==> config.mk <==
export PLATFORM = sky130hd
export DESIGN_NAME = regfile_bypass_flat
export DESIGN_NICKNAME = d
export VERILOG_FILES = /design/src/rtl/regfile_pkg.sv /design/src/rtl/regfile_bypass_if.sv /design/src/rtl/regfile_entry.sv /design/src/rtl/regfile_bypass.sv /design/src/flat_wrapper.sv
export SDC_FILE = /design/constraint.sdc
export NUM_CORES = 2
export LEC_CHECK = 0
export BUFFER_PORTS_ARGS = -buffer_cell sky130_fd_sc_hd__buf_4
export CAP_MARGIN = 20
export CORE_MARGIN = 1.5
export CORE_UTILIZATION = 34
export CTS_BUF_LIST = sky130_fd_sc_hd__clkbuf_16
export CTS_CLUSTER_DIAMETER = 80
export DETAILED_ROUTE_END_ITERATION = 16
export GPL_ROUTABILITY_DRIVEN = 0
export GPL_TIMING_DRIVEN = 0
export PLACE_DENSITY_LB_ADDON = 0.05
export SLEW_MARGIN = 10
export SYNTH_ARGS = -nofsm -noshare
export SYNTH_HDL_FRONTEND = slang
export SYNTH_SLANG_ARGS = --single-unit
==> constraint.sdc <==
create_clock -name clk -period 2.3 [get_ports clk]
set_clock_uncertainty 0.05 [all_clocks]
set_input_delay 0.23 -clock clk [delete_from_list [all_inputs] [get_ports clk]]
set_output_delay 0.23 -clock clk [all_outputs]
set_load 0.01 [all_outputs]
==> src/rtl/regfile_pkg.sv <==
// Shared constants, address type and one-hot decode for the register file.
// Contents: RF_WIDTH/RF_DEPTH/RF_ZERO_REG defaults, rf_addr_t, rf_onehot().
package regfile_pkg;

    localparam int RF_WIDTH    = 64;
    localparam int RF_DEPTH    = 32;
    localparam int RF_ZERO_REG = 31;

    // Widest decode supported; callers cast the result down to DEPTH bits.
    localparam int RF_MAX_AW    = 8;
    localparam int RF_MAX_DEPTH = 1 << RF_MAX_AW;

    typedef logic [$clog2(RF_DEPTH)-1:0] rf_addr_t;
    typedef logic [RF_MAX_AW-1:0]        rf_wide_addr_t;

    function automatic logic [RF_MAX_DEPTH-1:0] rf_onehot(
        input rf_wide_addr_t addr
    );
        logic [RF_MAX_DEPTH-1:0] dec;
        dec       = '0;
        dec[addr] = 1'b1;
        return dec;
    endfunction

endpackage

==> src/rtl/regfile_bypass_if.sv <==
// Register-file bus: writeback port, scoreboard set, read ports, busy state.
// master = datapath side, slave = regfile_bypass.
interface regfile_bypass_if
    import regfile_pkg::*;
#(
    parameter int WIDTH  = RF_WIDTH,
    parameter int DEPTH  = RF_DEPTH,
    parameter int NUM_RD = 2
);
    localparam int AW = $clog2(DEPTH);

    logic                         wr_en;
    logic [AW-1:0]                wr_addr;
    logic [WIDTH-1:0]             wr_data;
    logic [NUM_RD*AW-1:0]         rd_addr;
    logic [NUM_RD-1:0][WIDTH-1:0] rd_data;
    logic [NUM_RD-1:0]            rd_busy;
    logic                         sb_set_en;
    logic [AW-1:0]                sb_set_addr;
    logic [DEPTH-1:0]             busy_vec;

    modport master (
        output wr_en, wr_addr, wr_data, rd_addr,
        output sb_set_en, sb_set_addr,
        input  rd_data, rd_busy, busy_vec
    );

    modport slave (
        input  wr_en, wr_addr, wr_data, rd_addr,
        input  sb_set_en, sb_set_addr,
        output rd_data, rd_busy, busy_vec
    );

endinterface

==> src/rtl/regfile_entry.sv <==
// One register: WIDTH-bit data plus its pending-write scoreboard bit.
// Ports: clk, rst_n, we_i, set_i, wdata_i -> q_o (data), busy_o (pending).
module regfile_entry
    import regfile_pkg::*;
#(
    parameter int WIDTH = RF_WIDTH
) (
    input  logic             clk,
    input  logic             rst_n,
    input  logic             we_i,
    input  logic             set_i,
    input  logic [WIDTH-1:0] wdata_i,
    output logic [WIDTH-1:0] q_o,
    output logic             busy_o
);

    logic [WIDTH-1:0] data_q, data_d;
    logic             busy_q, busy_d;

    // A new producer issuing on the edge its predecessor retires
    // keeps the register pending: set beats clear.
    always_comb begin
        data_d = data_q;
        busy_d = busy_q & ~we_i;
        if (we_i) begin
            data_d = wdata_i;
        end
        if (set_i) begin
            busy_d = 1'b1;
        end
    end

    always_ff @(posedge clk or negedge rst_n) begin
        if (!rst_n) begin
            data_q <= '0;
            busy_q <= 1'b0;
        end else begin
            data_q <= data_d;
            busy_q <= busy_d;
        end
    end

    assign q_o    = data_q;
    assign busy_o = busy_q;

endmodule

==> src/rtl/regfile_bypass.sv <==
// Register file with zero register, write-to-read bypass and scoreboard.
// Ports: clk, rst_n (async, active low), bus (regfile_bypass_if.slave).
module regfile_bypass
    import regfile_pkg::*;
#(
    parameter int WIDTH    = RF_WIDTH,
    parameter int DEPTH    = RF_DEPTH,
    parameter int NUM_RD   = 2,
    parameter int ZERO_REG = DEPTH - 1,
    parameter int BYPASS   = 1
) (
    input  logic             clk,
    input  logic             rst_n,
    regfile_bypass_if.slave  bus
);

    localparam int AW = $clog2(DEPTH);

    logic [DEPTH-1:0]            wr_dec;
    logic [DEPTH-1:0]            set_dec;
    logic [DEPTH-1:0][WIDTH-1:0] regs;
    logic [DEPTH-1:0]            busy;

    assign wr_dec = bus.wr_en
        ? DEPTH'(rf_onehot(RF_MAX_AW'(bus.wr_addr)))
        : '0;

    assign set_dec = bus.sb_set_en
        ? DEPTH'(rf_onehot(RF_MAX_AW'(bus.sb_set_addr)))
        : '0;

    for (genvar i = 0; i < DEPTH; i++) begin : g_ent
        if (i == ZERO_REG) begin : g_zero
            // Writes and sets to the zero register fall away here.
            logic unused_dec;
            assign unused_dec = wr_dec[i] ^ set_dec[i];
            assign regs[i]    = '0;
            assign busy[i]    = 1'b0;
        end else begin : g_reg
            regfile_entry #(
                .WIDTH (WIDTH)
            ) u_entry (
                .clk     (clk),
                .rst_n   (rst_n),
                .we_i    (wr_dec[i]),
                .set_i   (set_dec[i]),
                .wdata_i (bus.wr_data),
                .q_o     (regs[i]),
                .busy_o  (busy[i])
            );
        end
    end

    for (genvar p = 0; p < NUM_RD; p++) begin : g_rd
        logic [AW-1:0]    ra;
        logic             is_zero;
        logic             hit;
        logic [WIDTH-1:0] data;
        logic             bsy;

        assign ra      = bus.rd_addr[p*AW +: AW];
        assign is_zero = (ra == AW'(ZERO_REG));
        assign hit     = (BYPASS != 0) && bus.wr_en
                         && (ra == bus.wr_addr);

        // Zero register outranks the bypass; a forwarded value
        // is never reported as still pending.
        always_comb begin
            data = regs[ra];
            bsy  = busy[ra];
            if (is_zero) begin
                data = '0;
                bsy  = 1'b0;
            end else if (hit) begin
                data = bus.wr_data;
                bsy  = 1'b0;
            end
        end

        assign bus.rd_data[p] = data;
        assign bus.rd_busy[p] = bsy;
    end

    assign bus.busy_vec = busy;

endmodule

==> src/flat_wrapper.sv <==
// flat-port wrapper written by rule: the top's interface ports become plain ports
module regfile_bypass_flat import regfile_pkg::*;
#(
    parameter int WIDTH    = RF_WIDTH,
    parameter int DEPTH    = RF_DEPTH,
    parameter int NUM_RD   = 2,
    parameter int ZERO_REG = DEPTH - 1,
    parameter int BYPASS   = 1
)
  (clk, rst_n, bus_wr_en, bus_wr_addr, bus_wr_data, bus_rd_addr, bus_sb_set_en, bus_sb_set_addr, bus_rd_data, bus_rd_busy, bus_busy_vec);
  regfile_bypass_if #(.WIDTH(WIDTH), .DEPTH(DEPTH), .NUM_RD(NUM_RD)) bus_i ();
  input  logic clk;
  input  logic rst_n;
  input wire logic [$bits(bus_i.wr_en)-1:0] bus_wr_en;
  input wire logic [$bits(bus_i.wr_addr)-1:0] bus_wr_addr;
  input wire logic [$bits(bus_i.wr_data)-1:0] bus_wr_data;
  input wire logic [$bits(bus_i.rd_addr)-1:0] bus_rd_addr;
  input wire logic [$bits(bus_i.sb_set_en)-1:0] bus_sb_set_en;
  input wire logic [$bits(bus_i.sb_set_addr)-1:0] bus_sb_set_addr;
  output wire logic [$bits(bus_i.rd_data)-1:0] bus_rd_data;
  output wire logic [$bits(bus_i.rd_busy)-1:0] bus_rd_busy;
  output wire logic [$bits(bus_i.busy_vec)-1:0] bus_busy_vec;
  assign bus_i.wr_en = bus_wr_en;
  assign bus_i.wr_addr = bus_wr_addr;
  assign bus_i.wr_data = bus_wr_data;
  assign bus_i.rd_addr = bus_rd_addr;
  assign bus_i.sb_set_en = bus_sb_set_en;
  assign bus_i.sb_set_addr = bus_sb_set_addr;
  assign bus_rd_data = bus_i.rd_data;
  assign bus_rd_busy = bus_i.rd_busy;
  assign bus_busy_vec = bus_i.busy_vec;
  regfile_bypass #(.WIDTH(WIDTH), .DEPTH(DEPTH), .NUM_RD(NUM_RD), .ZERO_REG(ZERO_REG), .BYPASS(BYPASS)) u_core (.clk(clk), .rst_n(rst_n), .bus(bus_i));
endmodule
==> impl_metrics.ini <==
[yosys]
synth_ff_type = dfrtp_1
synth_edf_count = 0
netlist_area_um2 = 109000
yosysSeqAreaShare_pct = 46.3
syn_area_per_cell_um2 = 13.8
synthArstFlopShare_pct = 100
synth_cells = 7876
synthDistinctLibCells = 52
synth_nets = 7964
ys_seq_elements = 2015
yosysWarnings = 0

[power_and_ir_drop]
seq_power_share_pct = 40.9
power.share.clock_pct = 33.8
p_leak_nw = 59.4
power_frac_comb_pct = 25.4
p_per_area_nw_per_um2 = 864
p_sw_w = 0.0370
worst_ir_drop_vdd_uv = 569
p_int_w = 0.0800
swShare_pct = 31.6

[global_routing]
antenna_found_initial = 71
grt_use_total_pct = 38.6
grt_overflow = 0
grt_pass1_wl_mm = 827
grt_pass1_vias = 85000
grt_start_max_net_pins = 151

[critical_path]
crit_arrival_ns = 3.09
reg2reg_from = u_core.g_ent[30].g_reg.u_entry.busy_o
timing.rr.end = u_core.g_ent[30].g_reg.u_entry.busy_o
critical_path_class = input pin to primary output
r2r_slack_ns = 0.90
path_cells = buf_2 > clkbuf_4 > clkbuf_4 > mux4_2 > mux2_4 > a221o_1 > a32o_2 > buf_6
cp-start-kind = input pin
critical_path.max_stage_delay_ns = 0.54
cp.required_ns = 2.02
cp-end-kind = primary output
ff2ff_path_depth = 3
path_max_fanout = 10
cp_common_cell = clkbuf_4
slowest_stage = clkbuf_4

[clock_tree]
path_clk_slew_ns = 0.05
root_buffer = clkbuf_16
clk-insertion-delay-late_ns = 0.91
cts_max_path_buffers = 4
cts.hold.buffers_added = 79
htree_num_levels = 5
numCtsBuffers = 266
cts_tree = built
cts.sinks = 2015

[finish]
seqCellArea_um2 = 50400
stdcell_count = 13300
multi_input_area_um2 = 56800
nets = 8929
drive_gt1_share_pct = 52.6
layout_common_cells = mux2_2, dfrtp_1, mux4_2
final_common_cell = mux2_2
fillers = 29500
area_growth_pct = 24.4

[sta]
finalHoldViolations = 384
tightest_slew_ns = 1.24
fin_crit_sh_pct = 146
fin_ws_ns = -1.07
period_minus_slack_ns = 3.37
timing.fmax_mhz = 297
setup_viol = 248
rsz0062_at_grt = true
slew_violations = 0
slew_headroom_pct = 17.3
hold_ws_ns = -0.854

[route]
viasPerCell = 6.56
met3_length_mm = 70.4
routedWlPerCell_um = 48.0
wl_met2_mm = 262
top_layer = met5
drt-initial-drc-count = 11200
drt-pass1-iter-count = 5
antenna_left = 0
met1_length_mm = 256
dr_total_vias = 87000
drc = 0
totalWireLength_mm = 636

[placed_design]
dp_slack_ns = -2.85
io_buffers = 235
dp_hpwl_mm = 436
dp.cells = 12500

[status]
status = finished with violations
violations = negative hold slack, negative setup slack

[run]
drv_cap = 0

[floorplanning]
fp.dieW_um = 569
start_util_pct = 34.2
std_cell_rows = 207
die_area_um2 = 324000
die_h_um = 569
num_io_pins = 250
coreArea_um2 = 318000

[worst_hold_path]
min_path_type = input pin to async pin
## stage by stage
step | power (W) | instance area [um^2] | setup TNS, ns | util, %
after floorplan | 0.0633 | 109000 | -1.87 | -
after global placement | 0.0731 | 116000 | - | 36.5
after detailed placement | 0.0743 | 120000 | -2803.37 | 37.6
after CTS | 0.116 | 134000 | -100.19 | 42.2
after global routing | 0.120 | 135000 | -101.36 | 42.5
final | 0.117 | 136000 | -107.32 | 42.6
## power by group through the flow
stage	Sequential (W)	Combinational, W	Clock [W]
detailed placement	0.0482	0.0261	0
finish	0.0479	0.0297	0.0395
global route	0.0486	0.0308	0.0411
CTS	0.0475	0.0287	0.0398
floorplan	0.0463	0.0170	0
global placement	0.0479	0.0253	0
## layout make-up
type | instances | area share [%]
Inverter | 67 | 0.187
Timing Repair Buffer | 704 | 6.13
Multi-Input combinational cell | 4894 | 41.9
Clock inverter | 181 | 0.674
Clock buffer | 277 | 5.12
Buffer | 893 | 4.83
Sequential cell | 2015 | 37.2
Tap cell | 4180 | 3.86
Antenna cell | 41 | 0.0757
## cell usage after synthesis, drive strengths merged (2+ instances only)
| cell type | number | area [um^2] |
|---|---|---|
| a2111oi | 15 | 131 |
| a211oi | 29 | 218 |
| a21oi | 174 | 871 |
| a221o | 51 | 510 |
| a221oi | 2 | 17.5 |
| a22o | 19 | 166 |
| a22oi | 4 | 30.0 |
| a2bb2oi | 45 | 394 |
| a311oi | 24 | 210 |
| a32o | 64 | 641 |
| and2 | 4 | 25.0 |
| and3 | 3 | 18.8 |
| buf | 372 | 1990 |
| clkbuf | 528 | 1980 |
| dfrtp | 2015 | 50400 |
| inv | 67 | 251 |
| mux2 | 2156 | 24300 |
| mux2i | 469 | 4690 |
| mux4 | 699 | 15700 |
| nand2 | 269 | 1010 |
| nand2b | 12 | 75.1 |
| nand3 | 9 | 45.0 |
| nand3b | 6 | 45.0 |
| nand4 | 2 | 12.5 |
| nor2 | 120 | 475 |
| nor2b | 8 | 50.1 |
| nor3 | 57 | 290 |
| nor3b | 6 | 45.0 |
| o2111ai | 14 | 123 |
| o211a | 15 | 150 |
| o211ai | 31 | 233 |
| o21ai | 180 | 901 |
| o221ai | 82 | 718 |
| o22ai | 242 | 1510 |
| o311ai | 2 | 17.5 |
| o31ai | 15 | 113 |
| o41ai | 46 | 403 |
| or2 | 5 | 31.3 |
| or3 | 2 | 12.5 |
| or3b | 2 | 17.5 |
| xnor2 | 7 | 61.3 |
## how the worst max path moves through the flow
stage / from / cells past startpoint / endpoint
after floorplan: bus_rd_addr[6] / 7 / bus_rd_data[119]
after detailed placement: bus_rd_addr[1] / 9 / bus_rd_data[7]
final: bus_rd_addr[6] / 8 / bus_rd_data[72]
after CTS: u_core.g_ent[11].g_reg.u_entry.q_o[8] / 5 / bus_rd_data[72]
after global routing: u_core.g_ent[9].g_reg.u_entry.q_o[8] / 5 / bus_rd_data[72]
after global placement: rst_n / 1 / u_core.g_ent[28].g_reg.u_entry.q_o[26]
## cells by family (layout without fill, tap and decap cells)
logic type	Yosys count	in the layout	synth area share (%)
other	1	42	0.00344
AOI/OAI and AO/OA	1055	1055	6.76
buffers and inverters	967	2122	3.88
muxes	3324	3324	41.0
xor gates and xnor gates	7	7	0.0563
and+or+nand+nor	507	507	1.99
DFF	2015	2015	46.3
## registers in the layout, summed over array words and instances (netlist names)
signal	cells
u_core.g_ent.g_reg.u_entry.q_o	1984
u_core.g_ent.g_reg.u_entry.busy_o	31
## critical path, delay by kind of cell
family,cells,cell delay [ns]
compound gates,2,0.76
mux,2,0.72
buf+inv,4,1.33
## layer usage
metal  global-route usage, %  vias to the layer above
li1                        -                    32300
met1                    50.5                    47200
met2                    54.1                     5838
met3                    13.5                     1627
met4                    24.2                       44
met5                   0.714                        -
## what timing repair did
action | CTS | global route
pin swaps | 264 | 91
gates resized for setup | 1173 | 144
endpoints found under the setup margin | 1174 | 590
cloned | 8 | 4
setup buffers | 176 | 45
endpoints found under the hold margin | 1668 | 384
(Power assumes the default switching activity.)
